### src/rtl/dot_product_pkg.sv
// Shared definitions for the streaming dot-product engine: width helpers
// and the controller state encodings.
package dot_product_pkg;

  // Ceiling log2, usable in parameter expressions (clog2(1) == 0).
  function automatic int clog2(input int value);
    int result;
    result = 0;
    for (int i = 0; i < 31; i++) begin
      if ((32'sd1 <<< i) < value) result = i + 1;
    end
    return result;
  endfunction

  // Result width large enough for LANES*MAX_BEATS full-width products.
  function automatic int res_width(input int a_w, input int b_w,
                                   input int lanes, input int max_beats);
    return a_w + b_w + clog2(lanes * max_beats);
  endfunction

  // Controller states.
  localparam logic [1:0] ACCUM = 2'd0;
  localparam logic [1:0] DRAIN = 2'd1;
  localparam logic [1:0] OUT   = 2'd2;

endpackage

### src/rtl/dot_product_lane_tree.sv
// Stage 1: per-lane multipliers, registered with the beat's first/last tag.
// Stage 2: registered adder tree over the lane products.
module dot_product_lane_tree
  import dot_product_pkg::*;
#(
  parameter int  LANES        = 4,
  parameter int  A_DATA_WIDTH = 16,
  parameter int  B_DATA_WIDTH = 16,
  localparam int PROD_W       = A_DATA_WIDTH + B_DATA_WIDTH,
  localparam int SUM_W        = PROD_W + clog2(LANES)
) (
  input  logic                            Clock,
  input  logic                            Reset,
  input  logic                            beat_valid_i,
  input  logic                            beat_first_i,
  input  logic                            beat_last_i,
  input  logic                            signed_i,
  input  logic [A_DATA_WIDTH*LANES-1:0]   a_i,
  input  logic [B_DATA_WIDTH*LANES-1:0]   b_i,
  output logic                            sum_valid_o,
  output logic                            sum_first_o,
  output logic                            sum_last_o,
  output logic                            sum_signed_o,
  output logic [SUM_W-1:0]                sum_o
);

  logic [PROD_W-1:0] prod_d [LANES];
  logic [PROD_W-1:0] prod_q [LANES];
  logic              s1_valid_q, s1_first_q, s1_last_q, s1_signed_q;
  logic [SUM_W-1:0]  sum_d;
  logic [SUM_W-1:0]  sum_q;
  logic              s2_valid_q, s2_first_q, s2_last_q, s2_signed_q;

  // Lane products: operands extended to the full product width first, so the
  // low PROD_W bits of the multiply are exact in both signed and unsigned mode.
  always_comb begin : lane_mult
    logic [PROD_W-1:0] a_ext;
    logic [PROD_W-1:0] b_ext;
    for (int i = 0; i < LANES; i++) begin
      if (signed_i) begin
        a_ext = PROD_W'($signed(a_i[i*A_DATA_WIDTH +: A_DATA_WIDTH]));
        b_ext = PROD_W'($signed(b_i[i*B_DATA_WIDTH +: B_DATA_WIDTH]));
      end else begin
        a_ext = PROD_W'(a_i[i*A_DATA_WIDTH +: A_DATA_WIDTH]);
        b_ext = PROD_W'(b_i[i*B_DATA_WIDTH +: B_DATA_WIDTH]);
      end
      prod_d[i] = a_ext * b_ext;
    end
  end

  // Adder tree over the registered products, extended per the beat's mode.
  always_comb begin
    // NOTE: every variable assigned in a combinational block gets a default
    // first; otherwise a missed path infers a latch.
    sum_d = '0;
    for (int i = 0; i < LANES; i++) begin
      if (s1_signed_q) sum_d = sum_d + SUM_W'($signed(prod_q[i]));
      else             sum_d = sum_d + SUM_W'(prod_q[i]);
    end
  end

  // Stage 1 register: products captured only on an accepted beat.
  always_ff @(posedge Clock or posedge Reset) begin
    if (Reset) begin
      // NOTE: pipeline registers, including the product array, are reset so a
      // reset mid-vector leaves no stale partial sums behind.
      for (int i = 0; i < LANES; i++) prod_q[i] <= '0;
      s1_valid_q  <= 1'b0;
      s1_first_q  <= 1'b0;
      s1_last_q   <= 1'b0;
      s1_signed_q <= 1'b0;
    end else begin
      // NOTE: sequential state uses non-blocking assignments so every register
      // samples pre-edge values regardless of statement order.
      s1_valid_q <= beat_valid_i;
      if (beat_valid_i) begin
        for (int i = 0; i < LANES; i++) prod_q[i] <= prod_d[i];
        s1_first_q  <= beat_first_i;
        s1_last_q   <= beat_last_i;
        s1_signed_q <= signed_i;
      end
    end
  end

  // Stage 2 register: tree sum plus the tag travelling with it.
  always_ff @(posedge Clock or posedge Reset) begin
    if (Reset) begin
      sum_q       <= '0;
      s2_valid_q  <= 1'b0;
      s2_first_q  <= 1'b0;
      s2_last_q   <= 1'b0;
      s2_signed_q <= 1'b0;
    end else begin
      s2_valid_q <= s1_valid_q;
      if (s1_valid_q) begin
        sum_q       <= sum_d;
        s2_first_q  <= s1_first_q;
        s2_last_q   <= s1_last_q;
        s2_signed_q <= s1_signed_q;
      end
    end
  end

  assign sum_valid_o  = s2_valid_q;
  assign sum_first_o  = s2_first_q;
  assign sum_last_o   = s2_last_q;
  assign sum_signed_o = s2_signed_q;
  assign sum_o        = sum_q;

endmodule

### src/rtl/dot_product_stream.sv
// Streaming dot product: beats of LANES element pairs are multiplied and
// summed in dot_product_lane_tree, then accumulated here. The controller
// stops input after the last beat, waits for it to reach the accumulator,
// and holds the result until the consumer accepts it.
module dot_product_stream
  import dot_product_pkg::*;
#(
  parameter int LANES        = 4,
  parameter int A_DATA_WIDTH = 16,
  parameter int B_DATA_WIDTH = 16,
  parameter int MAX_BEATS    = 16,
  parameter int RES_WIDTH    = res_width(A_DATA_WIDTH, B_DATA_WIDTH, LANES, MAX_BEATS)
) (
  input  logic                          Clock,
  input  logic                          Reset,
  input  logic                          InValid,
  output logic                          InReady,
  input  logic                          InLast,
  input  logic                          SignedMode,
  input  logic [A_DATA_WIDTH*LANES-1:0] A,
  input  logic [B_DATA_WIDTH*LANES-1:0] B,
  output logic                          OutValid,
  input  logic                          OutReady,
  output logic [RES_WIDTH-1:0]          DotProduct,
  output logic                          OutErr
);

  localparam int SUM_W = A_DATA_WIDTH + B_DATA_WIDTH + clog2(LANES);
  localparam int CNT_W = clog2(MAX_BEATS + 1);
  localparam logic [CNT_W-1:0] CNT_MAX = CNT_W'(MAX_BEATS);

  logic [1:0]           state_q, state_d;
  logic                 in_vec_q, in_vec_d;     // a vector is in progress
  logic                 signed_q, signed_d;     // mode latched on first beat
  logic [CNT_W-1:0]     count_q, count_d;
  logic                 err_q, err_d;
  logic [RES_WIDTH-1:0] acc_q, acc_d;
  logic [RES_WIDTH-1:0] res_q, res_d;
  logic                 out_valid_q, out_valid_d;
  logic                 out_err_q, out_err_d;

  logic                 accept;
  logic                 first_beat;
  logic                 eff_signed;
  logic                 s2_valid, s2_first, s2_last, s2_signed;
  logic [SUM_W-1:0]     s2_sum;
  logic [RES_WIDTH-1:0] acc_sum;

  // Ready is suppressed while reset is held, independent of the reset state.
  assign InReady    = (state_q == ACCUM) && !Reset;
  assign accept     = InValid && InReady;
  assign first_beat = accept && !in_vec_q;
  // The first beat uses the live mode; later beats use the latched copy.
  assign eff_signed = first_beat ? SignedMode : signed_q;

  dot_product_lane_tree #(
    .LANES        (LANES),
    .A_DATA_WIDTH (A_DATA_WIDTH),
    .B_DATA_WIDTH (B_DATA_WIDTH)
  ) u_lane_tree (
    .Clock        (Clock),
    .Reset        (Reset),
    .beat_valid_i (accept),
    .beat_first_i (first_beat),
    .beat_last_i  (InLast),
    .signed_i     (eff_signed),
    .a_i          (A),
    .b_i          (B),
    .sum_valid_o  (s2_valid),
    .sum_first_o  (s2_first),
    .sum_last_o   (s2_last),
    .sum_signed_o (s2_signed),
    .sum_o        (s2_sum)
  );

  // Stage 3 candidate: extend the tree sum and restart or add (wraps mod 2^RES_WIDTH).
  always_comb begin
    acc_sum = s2_signed ? RES_WIDTH'($signed(s2_sum)) : RES_WIDTH'(s2_sum);
    if (!s2_first) acc_sum = acc_sum + acc_q;
  end

  // Next-state logic: beat counter, sticky error, accumulator and controller.
  always_comb begin
    state_d     = state_q;
    in_vec_d    = in_vec_q;
    signed_d    = signed_q;
    count_d     = count_q;
    err_d       = err_q;
    acc_d       = acc_q;
    res_d       = res_q;
    out_valid_d = out_valid_q;
    out_err_d   = out_err_q;

    if (s2_valid) acc_d = acc_sum;

    if (accept) begin
      in_vec_d = !InLast;
      if (first_beat) begin
        count_d   = CNT_W'(1);
        err_d     = 1'b0;
        signed_d  = SignedMode;
        out_err_d = 1'b0;
      end else if (count_q == CNT_MAX) begin
        err_d = 1'b1;                 // counter saturates, error is sticky
      end else begin
        count_d = count_q + CNT_W'(1);
      end
    end

    case (state_q)
      ACCUM: begin
        if (accept && InLast) state_d = DRAIN;
      end
      DRAIN: begin
        if (s2_valid && s2_last) begin
          state_d     = OUT;
          out_valid_d = 1'b1;
          res_d       = acc_sum;
          out_err_d   = err_q;
        end
      end
      OUT: begin
        if (OutReady) begin
          state_d     = ACCUM;
          out_valid_d = 1'b0;
        end
      end
      default: state_d = ACCUM;
    endcase
  end

  // State and datapath registers.
  always_ff @(posedge Clock or posedge Reset) begin
    if (Reset) begin
      state_q     <= ACCUM;
      in_vec_q    <= 1'b0;
      signed_q    <= 1'b0;
      count_q     <= '0;
      err_q       <= 1'b0;
      acc_q       <= '0;
      res_q       <= '0;
      out_valid_q <= 1'b0;
      out_err_q   <= 1'b0;
    end else begin
      state_q     <= state_d;
      in_vec_q    <= in_vec_d;
      signed_q    <= signed_d;
      count_q     <= count_d;
      err_q       <= err_d;
      acc_q       <= acc_d;
      res_q       <= res_d;
      out_valid_q <= out_valid_d;
      out_err_q   <= out_err_d;
    end
  end

  assign OutValid   = out_valid_q;
  assign DotProduct = res_q;
  assign OutErr     = out_err_q;

endmodule

### config.mk
export PLATFORM = sky130hd
export DESIGN_NAME = dot_product_stream
export DESIGN_NICKNAME = d
export VERILOG_FILES = /design/src/rtl/dot_product_pkg.sv /design/src/rtl/dot_product_lane_tree.sv /design/src/rtl/dot_product_stream.sv
export SDC_FILE = /design/constraint.sdc
export NUM_CORES = 2
export LEC_CHECK = 0
export CORE_ASPECT_RATIO = 0.6
export CORE_MARGIN = 1
export CORE_UTILIZATION = 40
export CTS_CLUSTER_DIAMETER = 50
export DETAILED_ROUTE_END_ITERATION = 10
export PLACE_DENSITY = 0.55
export SLEW_MARGIN = 10
export SYNTH_ARGS = -nofsm -noshare
export SYNTH_HDL_FRONTEND = slang
export SYNTH_SLANG_ARGS = --single-unit
### constraint.sdc
create_clock -name Clock -period 25.3 [get_ports Clock]
set_input_delay 3.795 -clock Clock [delete_from_list [all_inputs] [get_ports Clock]]
set_output_delay 3.795 -clock Clock [all_outputs]
set_load 0.1 [all_outputs]
==> results_dict.tcl <==
set metrics [dict create \
    io-pin-count 175 \
    yosys-top-cells-count "inv_1, fa_1, nand2_1" \
    final-setup-viol-count 0 \
    grtUsageTotal_pct 23.4 \
    route.detailed.drc 0 \
    r2r_slack_ps 14700 \
    ys.flop_type "dfrtp_1" \
    r2r-start "state_q[0]$_DFFE_PP0P_" \
    ys_top_cells_by_area "fa_1, ha_1, dfrtp_1, inv_1, nand2_1" \
    worstMarginPinSlew_ps 1270 \
    hold_viol 0 \
    portBuffers 174 \
    routed_wl_um 192000 \
    worstReg2RegEnd "u_lane_tree.prod_q[127]$_DFFE_PP0N_" \
    hold_class "reg2reg" \
    rows 115 \
    start_util_pct 40.6 \
    dieArea_sq_um 169000 \
    crit_path_end "u_lane_tree.prod_q[127]$_DFFE_PP0N_" \
    area_delta_synth_final_pct 7.23 \
    startpoint "Reset" \
    synth_area_leader_cell "fa_1" \
    tns_ps 0 \
    critical_path_class "in2reg" \
    fmax_mhz 72.9 \
    clock_latency_ps 560 \
    cts_sinks 257 \
    post-route-period-util_pct 54.2 \
    cts_setup_buffers 0 \
    cts_tree "done" \
    synth-edff-count 0 \
    syn_area_sq_um 66900 \
    ys_async_sr_fraction_pct 100 \
    antenna_found_initial 8 \
    drtPass1Iterations 6 \
    drv_cap 0 \
    synth_seq_cells 257 \
    htreeDepth 1 \
    nets 9487 \
    post-dp-hpwl_um 160000 \
    arrival_ps 14140 \
    grt_setup_unrepaired "no" \
    yosysMostFrequentCell "inv_1" \
    status "finished clean" \
    grt-ovfl-total 0 \
    synth_cells 7394 \
    period_needed_ps 13720 \
    multi_input_area_sq_um 53400 \
    dieHeight_um 319 \
    drive_above_1_share_pct 2.23 \
    finalClockSkew_ps 19.1 \
    vias_per_cell 5.10 \
    timing.final.max_slew_violations 0 \
    syn-num-nets 9519 \
    r2r.worst_path.cells 25 \
    cp_max_fo 62 \
    grt_pass1_vias 51058 \
    grt_pass1_wl_um 305000 \
    synth_seq_area_share_pct 9.61 \
    critPathMaxStageDelay_ps 830 \
    die_width_um 530 \
    cts_root_buf "clkbuf_16" \
    grt_max_degree 187 \
    yosysWarnings 0 \
    startpoint_type "primary input" \
    fill_cells 16200 \
    cts_buffer_depth 3 \
    slowest_stage "or4b_4" \
    slew_headroom_pct 14.8 \
    synth_top_cell_area_share_pct 40.1 \
    cts.clk_slew.worst_paths_ps 70 \
    vias 49000 \
    route.antenna.remaining_nets 0 \
    drtIter0Drc 3796 \
    cts_made_buffers 27 \
    place_congestion 0.903 \
    core-area_sq_um 165000 \
    synth_cell_type_count 77 \
    wl_per_cell_um 20.0 \
    synth.avg_cell_area_sq_um 9.05 \
    seq_area_sq_um 6430 \
    end_kind "register" \
    cts_resized 0 \
    postCtsHoldBufs 0 \
    critPathMostFrequentCell "fa_1" \
    required_ps 25710 \
]
==> flip-flops by register name, indices dropped and copies added (netlist names) <==
signal and flops:
u_lane_tree.prod_q 128, DotProduct 38, acc_q 38, u_lane_tree.sum_o 34, count_q 5, state_q 2, OutErr 1, OutValid 1
err_q 1, in_vec_q 1, u_lane_tree.s1_first_q 1, u_lane_tree.s1_last_q 1, u_lane_tree.s1_signed_q 1, u_lane_tree.s1_valid_q 1, u_lane_tree.sum_first_o 1, u_lane_tree.sum_last_o 1
u_lane_tree.sum_signed_o 1, u_lane_tree.sum_valid_o 1
==> cells by family (layout without fill, tap and decap cells) <==
family | after synthesis | count (layout) | synth area share (%)
mux | 50 | 50 | 0.806
xor+xnor | 377 | 377 | 4.95
fa+ha+maj | 1991 | 1991 | 52.3
buf+inv | 1889 | 1878 | 10.6
simple gates | 1931 | 1931 | 13.5
other cells | 0 | 4 | 0
flops | 257 | 257 | 9.61
compound gates | 899 | 899 | 8.32
==> cell type report <==
cell class                      count  share of cell area [%]
Multi-Input combinational cell   5248                    74.4
Sequential cell                   257                    8.96
Inverter                         1600                    8.38
Tap cell                         2223                    3.88
Timing Repair Buffer              228                    3.01
Clock buffer                       35                    1.02
Clock inverter                     15                   0.319
Antenna cell                        4                  0.0139
==> placed cells by master, fill, tap and decap left out, types with 50 or more instances in the layout <==
cell and count:
xnor2_1 281, inv_1 1596, and2_1 398, a21oi_1 261, dfrtp_1 255, buf_4 53, nand3_1 50, a21o_1 140
nor2_1 181, xor2_1 95, fa_1 1341, o21ai_0 254, and3_1 99, clkdlybuf4s50_1 174, ha_1 650, nand2_1 1040
==> per-layer routing <==
layer | track usage, % | share of wire, % | up-vias
met3 | 4.83 | 8.5 | 122
met5 | 0 | 0.014 | -
li1 | - | - | 22523
met1 | 38.3 | 52 | 24765
met4 | 2.65 | 1.1 | 4
met2 | 31.6 | 39 | 1586
==> critical path: cells and delay by family <==
family          cells  cell delay (ps)
fa+ha+maj           9             4690
simple gates        5             1950
buf+inv             5             1570
compound gates      5             1180
mux                 1              690
xor+xnor            1              150
==> worst min-delay path by stage <==
stage	start	endpoint	slack, ps	cells past startpoint
after floorplan	u_lane_tree.s1_valid_q$_DFF_PP0_	u_lane_tree.sum_valid_o$_DFF_PP0_	410	0
after global placement	DotProduct[19]$_DFFE_PP0P_	DotProduct[19]$_DFFE_PP0P_	460	2
after detailed placement	u_lane_tree.s1_last_q$_DFFE_PP0N_	u_lane_tree.s1_last_q$_DFFE_PP0N_	470	2
after CTS	u_lane_tree.s1_last_q$_DFFE_PP0N_	u_lane_tree.s1_last_q$_DFFE_PP0N_	490	2
after global routing	DotProduct[15]$_DFFE_PP0P_	DotProduct[15]$_DFFE_PP0P_	510	2
final	DotProduct[13]$_DFFE_PP0P_	DotProduct[13]$_DFFE_PP0P_	480	2
==> through the flow <==
step / utilization (%) / std cells / setup slack (ps) / area, sq um / hold WS, ps
floorplan: - / 7394 / 12840 / 66900 / 408
global placement: 42.9 / 9556 / 11150 / 70800 / 461
detailed placement: 42.9 / 9556 / 11110 / 70800 / 471
CTS: 43.5 / 9606 / 11680 / 71800 / 487
global route: 43.5 / 9610 / 11160 / 71800 / 507
finish: 43.5 / 9610 / 11580 / 71800 / 480
Power is not shown: default switching activity piles up to over one toggle a cycle in this logic, so the estimate is an artifact.
==> edit (same settings) <==
Change the parameter `MAX_BEATS` from 16 to 32.
--- a/src/rtl/dot_product_stream.sv
+++ b/src/rtl/dot_product_stream.sv
@@ -10,3 +10,3 @@
   parameter int B_DATA_WIDTH = 16,
-  parameter int MAX_BEATS    = 16,
+  parameter int MAX_BEATS    = 32,
   parameter int RES_WIDTH    = res_width(A_DATA_WIDTH, B_DATA_WIDTH, LANES, MAX_BEATS)
Interface: changed (resized DotProduct); port bits go from 175 to 176. No check against the original RTL was run, so the function may have changed too.
==> edit against the unedited design <==
Worst setup slack got worse by 0.078 ns. Utilization fell by 0.23 points. Final cell count rose by 1.1%. Sequential share of layout area rose by 0.053 points. Area after synthesis rose by 0.63%. Highest routed layer unchanged. Sequential cell count rose by 3. First-iteration DRC count fell by 2.1%. Routed wire length fell by 1.0%. Critical path depth rose by 3. Maximum frequency fell by 0.56%. Cell area rose by 0.60%.
Power is not shown: default switching activity piles up to over one toggle a cycle in this logic, so the estimate is an artifact.
==> edit: results (changes against the unedited design) <==
| Metric | Value |
|---|---|
| Status | `finished clean (unchanged)` |
| R2R cell count | `28 (was 25)` |
| R2r setup slk | `14.74 ns (was 14.70 ns)` |
| Hold path startpoint | `u_lane_tree.s1_first_q (was DotProduct[13])` |
| Mapped Nets | `9,622 (was 9,519)` |
| Worst-Skew Late Latency | `0.61 ns (was 0.56 ns)` |
| Vias in the first global route | `51,400 (was 51,100)` |
| Post-synth top cells | `inv_1, fa_1, nand2_1 (unchanged)` |
| Antenna violations before repair | `6 (was 8)` |
| Synth top area cells | `fa_1, ha_1, dfrtp_1 (unchanged)` |
| Worst r2r dst | `u_lane_tree.prod_q[31] (was u_lane_tree.prod_q[127])` |
| Syn avg cell area | `8.98 um^2 (was 9.05 um^2)` |
| Total GRT Usage | `0.229 (was 0.234)` |
| CP arrival | `14.23 ns (was 14.14 ns)` |
| Pre-antenna DRT Iters | `5 (was 6)` |
| Cell Area, Placed | `0.0712 mm^2 (was 0.0708 mm^2)` |
| Sequential element share of the synthesized area | `0.0966 (was 0.0961)` |
| Slew margin rel. | `0.153 (was 0.148)` |
| Hold Path End | `u_lane_tree.s1_first_q (was DotProduct[13])` |
| Share of cells above drive strength 1 | `0.0250 (was 0.0223)` |
| Routability congestion estimate | `0.904 (was 0.903)` |
| Cts bufs inserted | `28 (was 27)` |
| HPWL Detailed | `159,000 um (was 160,000 um)` |
| DR iter-0 viols | `3,717 (was 3,796)` |
| Library cells used by synthesis | `88 (was 77)` |
| First-pass GRT wire length | `304,000 um (was 305,000 um)` |
| Largest net degree at the start of global routing | `126 (was 187)` |
| IO buf count | `175 (was 174)` |
| Placed cell count | `9,664 (was 9,556)` |
| CP peak stage delay | `0.76 ns (was 0.83 ns)` |
| Worst-path fanout max | `40 (was 62)` |
edit: cell types whose count changed in the layout (fill, tap and decap cells not counted), moves of 14 or more:
cell / change
nor3_1: +20
buf_4: +14
a21oi_1: +22
and3_1: -39
and2_1: -44
nor2_1: +31
nand2_1: +66
edit: kinds of logic (layout without fill, tap and decap cells):
group,count (synthesis),after routing,synth area share
adder cells (fa/ha/maj),1990,1990,0.519
AND/OR/NAND/NOR,1962,1962,0.133
buffers and inverters,1912,1886,0.107
AO/OA/AOI/OAI,945,945,0.0877
XOR/XNOR,389,389,0.0510
flip-flops,260,260,0.0966
multiplexers,40,40,0.00648
other,0,2,0
edit: layout make-up:
class	instances	area, um^2
Fill cell	16500	94700
Sequential cell	260	6510
Multi-Input combinational cell	5326	53700
Clock inverter	16	211
Inverter	1594	6000
Timing Repair Buffer	242	2250
Tap cell	2242	2810
Clock buffer	34	763
Antenna cell	2	5.00
edit: per-layer routing:
layer | wire, um | up-vias | GRT usage
li1 | - | 22800 | -
met4 | 1930 | 4 | 0.0242
met5 | 26 | - | 0
met1 | 98000 | 25300 | 0.373
met3 | 14500 | 115 | 0.0385
met2 | 75400 | 1451 | 0.319
edit: worst max-delay path by stage:
stage,depth (start not counted),slack (ns),endpoint,from
6_report,29,11.50,u_lane_tree.prod_q[31],Reset
5_1_grt,29,11.00,u_lane_tree.prod_q[31],Reset
4_1_cts,29,11.57,u_lane_tree.prod_q[31],Reset
3_5_place_dp,29,10.97,u_lane_tree.prod_q[31],Reset
3_3_place_gp,29,11.07,u_lane_tree.prod_q[31],Reset
2_1_floorplan,31,13.51,u_lane_tree.prod_q[31],Reset
